**src/rtl/mips16_pkg.sv**
```systemverilog
// Shared definitions for the 16-bit MIPS core.
// Contents: word width, opcode encodings, instruction field positions,
// the fetch FSM state type and a helper that extracts the opcode field.
package mips16_pkg;

    localparam int WORD_W = 16;

    // Opcode encodings (instruction bits [15:13])
    localparam logic [2:0] OPC_RTYPE = 3'b000;
    localparam logic [2:0] OPC_LW    = 3'b001;
    localparam logic [2:0] OPC_SW    = 3'b010;
    localparam logic [2:0] OPC_ADDI  = 3'b011;
    localparam logic [2:0] OPC_BEQ   = 3'b100;
    localparam logic [2:0] OPC_HALT  = 3'b111;

    // Instruction field positions
    localparam int OPC_MSB   = 15;
    localparam int OPC_LSB   = 13;
    localparam int RS_MSB    = 12;
    localparam int RS_LSB    = 9;
    localparam int RT_MSB    = 8;
    localparam int RT_LSB    = 5;
    localparam int FUNCT_MSB = 2;
    localparam int FUNCT_LSB = 0;

    typedef enum logic {
        ST_RUN  = 1'b0,
        ST_HALT = 1'b1
    } fetch_state_t;

    function automatic logic [2:0] opcode_of(input logic [WORD_W-1:0] word);
        return word[OPC_MSB:OPC_LSB];
    endfunction

endpackage

```
**src/rtl/fetch_sequencer_if.sv**
```systemverilog
// Bus bundle between the fetch sequencer, instruction memory and decode.
//   imem_addr/imem_rdata   : instruction memory address and combinational read data
//   inst_valid/inst_ready  : decode handshake for the FIFO head
//   inst_out/inst_pc       : head instruction word and the address it came from
//   redirect/redirect_pc   : taken branch/jump and its target
//   halted                 : HALT fetched, fetching stopped
// Modport master is the fetch sequencer; slave is memory plus decode.
interface fetch_sequencer_if;
    import mips16_pkg::*;

    logic [WORD_W-1:0] imem_addr;
    logic [WORD_W-1:0] imem_rdata;
    logic              inst_valid;
    logic              inst_ready;
    logic [WORD_W-1:0] inst_out;
    logic [WORD_W-1:0] inst_pc;
    logic              redirect;
    logic [WORD_W-1:0] redirect_pc;
    logic              halted;

    modport master (
        output imem_addr,
        input  imem_rdata,
        output inst_valid,
        input  inst_ready,
        output inst_out,
        output inst_pc,
        input  redirect,
        input  redirect_pc,
        output halted
    );

    modport slave (
        input  imem_addr,
        output imem_rdata,
        input  inst_valid,
        output inst_ready,
        input  inst_out,
        input  inst_pc,
        output redirect,
        output redirect_pc,
        input  halted
    );

endinterface

```
**src/rtl/fetch_sequencer_fifo.sv**
```systemverilog
// fetch_fifo: DEPTH-entry prefetch FIFO holding {instruction, pc} pairs.
//   clk, rst : clock, asynchronous active-high reset
//   flush    : drop all entries (wins over push and pop)
//   push/din : write din at the tail
//   pop      : retire the head
//   head     : head entry, or the last shown head while empty
//   count    : number of stored entries
//   valid    : count != 0
module fetch_fifo #(
    parameter int unsigned DEPTH = 2,
    parameter int unsigned WIDTH = 32
) (
    input  logic                     clk,
    input  logic                     rst,
    input  logic                     flush,
    input  logic                     push,
    input  logic                     pop,
    input  logic [WIDTH-1:0]         din,
    output logic [WIDTH-1:0]         head,
    output logic [$clog2(DEPTH):0]   count,
    output logic                     valid
);
    localparam int PTR_W = $clog2(DEPTH);

    logic [WIDTH-1:0] mem_reg [DEPTH];
    logic [PTR_W-1:0] wr_ptr_reg, rd_ptr_reg;
    logic [PTR_W:0]   count_reg, count_next;
    logic [WIDTH-1:0] last_reg;
    logic             full, do_push, do_pop;

    assign valid = (count_reg != '0);
    assign full  = (count_reg == (PTR_W+1)'(DEPTH));

    // A slot freed by a pop in the same cycle can take the incoming word.
    assign do_pop  = pop & valid & ~flush;
    assign do_push = push & ~flush & (~full | do_pop);

    always_comb begin
        count_next = count_reg;
        if (flush)
            count_next = '0;
        else if (do_push & ~do_pop)
            count_next = count_reg + 1'b1;
        else if (do_pop & ~do_push)
            count_next = count_reg - 1'b1;
    end

    // Storage has no reset; only the pointers and count define validity.
    always_ff @(posedge clk) begin
        if (do_push)
            mem_reg[wr_ptr_reg] <= din;
    end

    always_ff @(posedge clk or posedge rst) begin
        if (rst) begin
            wr_ptr_reg <= '0;
            rd_ptr_reg <= '0;
            count_reg  <= '0;
            last_reg   <= '0;
        end else begin
            count_reg <= count_next;
            if (valid)
                last_reg <= mem_reg[rd_ptr_reg];
            if (flush) begin
                wr_ptr_reg <= '0;
                rd_ptr_reg <= '0;
            end else begin
                if (do_push)
                    wr_ptr_reg <= wr_ptr_reg + PTR_W'(1);
                if (do_pop)
                    rd_ptr_reg <= rd_ptr_reg + PTR_W'(1);
            end
        end
    end

    // While empty, keep presenting whatever decode last saw.
    assign head  = valid ? mem_reg[rd_ptr_reg] : last_reg;
    assign count = count_reg;

endmodule

```
**src/rtl/fetch_sequencer.sv**
```systemverilog
// fetch_sequencer: instruction-fetch controller for the 16-bit MIPS core.
//   clk, rst : clock, asynchronous active-high reset
//   bus      : fetch_sequencer_if.master (memory address/data, decode
//              handshake, redirect input, halted status)
// Owns the PC, pushes {word, pc} into the prefetch FIFO whenever there is
// room, stops after a HALT opcode and restarts on redirect.
module fetch_sequencer
    import mips16_pkg::*;
#(
    parameter int unsigned       DEPTH    = 2,
    parameter logic [WORD_W-1:0] RESET_PC = 16'h0000,
    parameter logic [2:0]        HALT_OPC = OPC_HALT
) (
    input  logic               clk,
    input  logic               rst,
    fetch_sequencer_if.master  bus
);
    localparam int CNT_W = $clog2(DEPTH) + 1;

    logic [WORD_W-1:0]   pc_reg, pc_next;
    fetch_state_t        state_reg, state_next;
    logic [CNT_W-1:0]    fifo_count;
    logic                fifo_valid;
    logic [2*WORD_W-1:0] fifo_head;
    logic                pop, space, push, is_halt;

    assign pop     = fifo_valid & bus.inst_ready;
    assign space   = (fifo_count < CNT_W'(DEPTH)) | pop;
    assign is_halt = (opcode_of(bus.imem_rdata) == HALT_OPC);

    always_ff @(posedge clk or posedge rst) begin
        if (rst) begin
            pc_reg    <= RESET_PC;
            state_reg <= ST_RUN;
        end else begin
            pc_reg    <= pc_next;
            state_reg <= state_next;
        end
    end

    // Redirect wins over everything. The HALT word is still pushed so decode
    // sees it, but the PC stays parked on it.
    always_comb begin
        push       = 1'b0;
        pc_next    = pc_reg;
        state_next = state_reg;
        if (bus.redirect) begin
            pc_next    = bus.redirect_pc;
            state_next = ST_RUN;
        end else if (state_reg == ST_RUN && space) begin
            push = 1'b1;
            if (is_halt)
                state_next = ST_HALT;
            else
                pc_next = pc_reg + WORD_W'(1);
        end
    end

    fetch_fifo #(
        .DEPTH (DEPTH),
        .WIDTH (2*WORD_W)
    ) u_fifo (
        .clk   (clk),
        .rst   (rst),
        .flush (bus.redirect),
        .push  (push),
        .pop   (pop),
        .din   ({bus.imem_rdata, pc_reg}),
        .head  (fifo_head),
        .count (fifo_count),
        .valid (fifo_valid)
    );

    assign bus.imem_addr  = pc_reg;
    assign bus.inst_valid = fifo_valid;
    assign bus.inst_out   = fifo_head[2*WORD_W-1:WORD_W];
    assign bus.inst_pc    = fifo_head[WORD_W-1:0];
    assign bus.halted     = (state_reg == ST_HALT);

endmodule

```
**src/flat_wrapper.sv**
```systemverilog
// flat-port wrapper written by rule: the top's interface ports become plain ports
module fetch_sequencer_flat import mips16_pkg::*;
#(
    parameter int unsigned       DEPTH    = 2,
    parameter logic [WORD_W-1:0] RESET_PC = 16'h0000,
    parameter logic [2:0]        HALT_OPC = OPC_HALT
)
  (clk, rst, bus_imem_addr, bus_imem_rdata, bus_inst_valid, bus_inst_ready, bus_inst_out, bus_inst_pc, bus_redirect, bus_redirect_pc, bus_halted);
  fetch_sequencer_if bus_i ();
  input  logic clk;
  input  logic rst;
  output wire logic [$bits(bus_i.imem_addr)-1:0] bus_imem_addr;
  input wire logic [$bits(bus_i.imem_rdata)-1:0] bus_imem_rdata;
  output wire logic [$bits(bus_i.inst_valid)-1:0] bus_inst_valid;
  input wire logic [$bits(bus_i.inst_ready)-1:0] bus_inst_ready;
  output wire logic [$bits(bus_i.inst_out)-1:0] bus_inst_out;
  output wire logic [$bits(bus_i.inst_pc)-1:0] bus_inst_pc;
  input wire logic [$bits(bus_i.redirect)-1:0] bus_redirect;
  input wire logic [$bits(bus_i.redirect_pc)-1:0] bus_redirect_pc;
  output wire logic [$bits(bus_i.halted)-1:0] bus_halted;
  assign bus_imem_addr = bus_i.imem_addr;
  assign bus_i.imem_rdata = bus_imem_rdata;
  assign bus_inst_valid = bus_i.inst_valid;
  assign bus_i.inst_ready = bus_inst_ready;
  assign bus_inst_out = bus_i.inst_out;
  assign bus_inst_pc = bus_i.inst_pc;
  assign bus_i.redirect = bus_redirect;
  assign bus_i.redirect_pc = bus_redirect_pc;
  assign bus_halted = bus_i.halted;
  fetch_sequencer #(.DEPTH(DEPTH), .RESET_PC(RESET_PC), .HALT_OPC(HALT_OPC)) u_core (.clk(clk), .rst(rst), .bus(bus_i));
endmodule
```
**config.mk**
```make
export PLATFORM = sky130hd
export DESIGN_NAME = fetch_sequencer_flat
export DESIGN_NICKNAME = d
export VERILOG_FILES = /design/src/rtl/mips16_pkg.sv /design/src/rtl/fetch_sequencer_if.sv /design/src/rtl/fetch_sequencer_fifo.sv /design/src/rtl/fetch_sequencer.sv /design/src/flat_wrapper.sv
export SDC_FILE = /design/constraint.sdc
export NUM_CORES = 1
export LEC_CHECK = 0
export CAP_MARGIN = 5
export CORE_MARGIN = 8
export CORE_UTILIZATION = 48
export CTS_BUF_LIST = sky130_fd_sc_hd__clkbuf_8
export CTS_CLUSTER_SIZE = 25
export DETAILED_ROUTE_END_ITERATION = 16
export PLACE_DENSITY_LB_ADDON = 0.2
export SYNTH_ARGS = -nofsm -noshare
export SYNTH_HDL_FRONTEND = slang
export SYNTH_SLANG_ARGS = --single-unit
export TNS_END_PERCENT = 50
```
**constraint.sdc**
```tcl
create_clock -name clk -period 4.6 [get_ports clk]
set_input_delay 0.92 -clock clk [delete_from_list [all_inputs] [get_ports clk]]
set_output_delay 0.92 -clock clk [all_outputs]
set_load 0.005 [all_outputs]
```
==> metrics.md <==
| Metric | Value |
|---|---|
| Status | finished, final reports clean |
| DR WL met2 | about 4600 um |
| Initial core utilization | about half |
| Synth unique cells | 39 |
| Largest net degree at the start of global routing | between 60 and 70 |
| Reg power frac | about half |
| Commonest non-fill, non-tap cell in the layout | clkdlybuf4s50_1 |
| First-pass DRT Iterations | 4 |
| Number of port buffers | between 80 and 90 |
| Crit. End Element | output port |
| Leak Pwr | roughly 2.2 nW |
| Pwr/cell area | about 490 nW/um2 |
| Crit-path leading delay family | simple AND/OR/NAND/NOR gates |
| Commonest cells after routing, fill and taps aside | 85 x clkdlybuf4s50_1, 64 x edfxtp_1, 52 x dfrtp_1 |
| Combinational Power Share | a little over a fifth |
| CTS tree | built |
| Setup Buffers After CTS | 0 |
| Clk root buf | clkbuf_8 |
| Synth warn | 0 |
| PostCTS Resize Cnt | 0 |
| Final Max Tran Viols | 0 |
| Clock skew | around 0.014 ns |
| RSZ-0062 raised after global routing | false |
| Most used DFF post-synth | edfxtp_1 |
| Flops & latches, synth | 117 |
| WS Path Type | reg2out |
| Clock share of power | a little under a third |
| 1st-iter DRT viols | 170 |
| # IOs | 86 |
| Die width | approximately 110 um |
| Via-to-Cell Ratio | 5.118 |
| Worst-Skew Late Latency | 0.42 ns |
| Synth Cell Area | around 4600 um2 |
| Post-placement cell count | around 550 |
| H-Tree Level Count | 4 |
| Min Tclk post-route | between 3 and 4 ns |
| Final setup margin | 0.9059 ns |
| Number of global-route vias before repair | 3071 |
| Gate Count Post-Synth | 345 |
| Final Hold Fails | 0 |
| GPL Wtd Cong | approximately 0.77 |
| Cell Rows | 36 |
| Max-cap viol count | 0 |
| Final setup viols | 0 |
| Nets | around 470 |
| CP arrival | 2.77 ns |
| WP buf/inv | 1 |
| CP max stage cell | or2_2 |
| Max stage delay on crit path | approximately 0.9 ns |
| CTS sink cnt | ~120 |
| Congestion Overflow GR | 0 |
| Fin cells | slightly below 600 |
| Wl on met1 | around 4300 um |
| Die Y | about 110 um |
| Die footprint | between 10000 and 15000 um2 |
| Crit-path cells | or2_2, nor2_1, a21oi_1, clkdlybuf4s50_1 |
| Number of flip-flops under the largest register name | 64 |
| Sw Ratio | 25.91% |
| Tcrit/Tclk final | between 80% and 90% |
| Final HPWL DP | a little over 6000 um |
| Ant diodes | 0 |
| DR WL met3 | roughly 600 um |
| Global-route wire length before repair | between 15000 and 20000 um |
| CTS Buf Count | 17 |
| P_sw | between 700 and 800 uW |
| Core outline area | roughly 9500 um2 |
| Worst-margin pin slew | about 1.2 ns |
| Total global-route track usage | around 15% |
| Synth-to-layout area growth | 28.66% |
| Max rail drop VDD | 0.0002691 V |
| Layout cells sized above 1 | 8.539% |
| Reg clk slew, reported paths | 0.07 ns |
| Highest Signal Layer | met4 |
| Asr flop ratio synth | approximately 45% |
| Hold Path Class | reg2reg |
| Vias | about 3000 |
| DRT Wirelength | roughly 9500 um |
| Critical Path Fanout Max | 66 |
| Post-CTS Hold Fix Bufs | 0 |
| Mean Syn Cell Area | ~13 um2 |
| Syn Nets | 382 |
| Number of synthesized flops with an enable pin | between 60 and 70 |
| Max_slew headroom | a little over a fifth |
| Crit start category | flop |
| Deepest clock path buffer count | 2 |
| Dpl ws | 1.320 ns |
| Design Power | 2.898 mW |
| # fillers | ~780 |
| WL/cell | 16.47 um |
| Post-route ant nets | 0 |
| F_max | between 200 and 300 MHz |
| Fin Hold WS | approximately 0.55 ns |
| DRC viols | 0 |
| Setup Total Neg Slack | 0 ns |
| Post-synthesis sequential area ratio | roughly 70% |
| Pint | 2.147 mW |
| Initial antenna violation count | 0 |
| Req. time, crit path | 3.68 ns |
[worst paths after layout]
| path | end | start | depth (start not counted) | slack [ns] |
|---|---|---|---|---|
| setup reg to reg | u_core.bus.imem_addr[12] | u_core.bus.imem_addr[2] | 4 | 2.29 |
| setup / recovery | bus_inst_pc[6] | u_core.u_fifo.count[1] | 4 | 0.91 |
| hold reg to reg | u_core.u_fifo.last_reg[26] | u_core.u_fifo.last_reg[26] | 2 | 0.55 |
| max in group asynchronous | u_core.u_fifo.last_reg[15] | rst | 3 | 2.88 |
| min in group asynchronous | u_core.u_fifo.last_reg[20] | rst | 2 | 0.93 |
| hold / removal | u_core.u_fifo.last_reg[26] | u_core.u_fifo.last_reg[26] | 2 | 0.55 |
[area by class of cell]
| cell class | instances | area, um2 | area share (%) |
|---|---|---|---|
| Sequential cell | 117 | 3249 | 54.52 |
| Multi-Input combinational cell | 201 | 1259 | 21.12 |
| Clock buffer | 17 | 234.0 | 3.926 |
| Inverter | 6 | 22.52 | 0.3779 |
| Timing Repair Buffer | 89 | 880.8 | 14.78 |
| Tap cell | 133 | 166.4 | 2.792 |
| Clock inverter | 15 | 147.6 | 2.477 |
[worst reg2reg max path, delay by kind of cell, from the launching register on]
family,cells,cell delay (ns)
compound gates,2,0.62
flops,1,0.49
simple gates,2,1.08
[routing by layer]
layer / track usage, % / vias to the layer above
met5: 0 / -
met4: 5.856 / 0
met3: 5.643 / 7
met2: 25.00 / 79
met1: 18.50 / 1437
li1: - / 1435
[power groups by stage]
stage / clock network (mW) / registers [mW] / logic, mW
after global routing: 0.960 / 1.42 / 0.668
after floorplan: 0 / 1.37 / 0.307
final: 0.899 / 1.40 / 0.602
after global placement: 0 / 1.41 / 0.606
after detailed placement: 0 / 1.42 / 0.616
after CTS: 0.917 / 1.40 / 0.619
[metrics by stage]
stage,area (um2),utilization [%]
floorplan,4638,-
finish,5959,62.41
CTS,5959,62.41
global route,5959,62.41
global placement,5578,58.41
detailed placement,5578,58.41
[cell families after synthesis]
group	count (synthesis)	synth area share, %
flip-flops	117	70.12
XOR/XNOR	6	1.135
multiplexers	34	7.374
AND/OR/NAND/NOR	99	10.53
AO/OA/AOI/OAI	61	7.537
adder cells (fa/ha/maj)	1	0.2701
buffers and inverters	27	3.025
[synthesized netlist by cell type (2+ instances only)]
| cell | instances | area (um2) |
|---|---|---|
| clkbuf_1 | 11 | 41.29 |
| dfrtp_1 | 53 | 1326 |
| xor2_1 | 2 | 17.52 |
| or2b_1 | 2 | 15.01 |
| o31ai_1 | 5 | 37.54 |
| nor4_1 | 4 | 25.02 |
| nand4_1 | 2 | 12.51 |
| buf_6 | 3 | 33.78 |
| nand2_1 | 9 | 33.78 |
| nand3_1 | 6 | 30.03 |
| o21ai_0 | 8 | 40.04 |
| or2_2 | 2 | 12.51 |
| a21oi_1 | 33 | 165.2 |
| a31oi_1 | 9 | 56.30 |
| or3_1 | 6 | 37.54 |
| buf_1 | 3 | 11.26 |
| nor2_1 | 48 | 180.2 |
| mux2i_1 | 33 | 330.3 |
| nand2b_1 | 3 | 18.77 |
| inv_1 | 6 | 22.52 |
| edfxtp_1 | 64 | 1922 |
| nor3_1 | 5 | 25.02 |
| o31a_1 | 3 | 26.28 |
| xnor2_1 | 4 | 35.03 |
| or4_1 | 6 | 45.04 |
| and3_1 | 2 | 12.51 |
(Power assumes the default switching activity.)
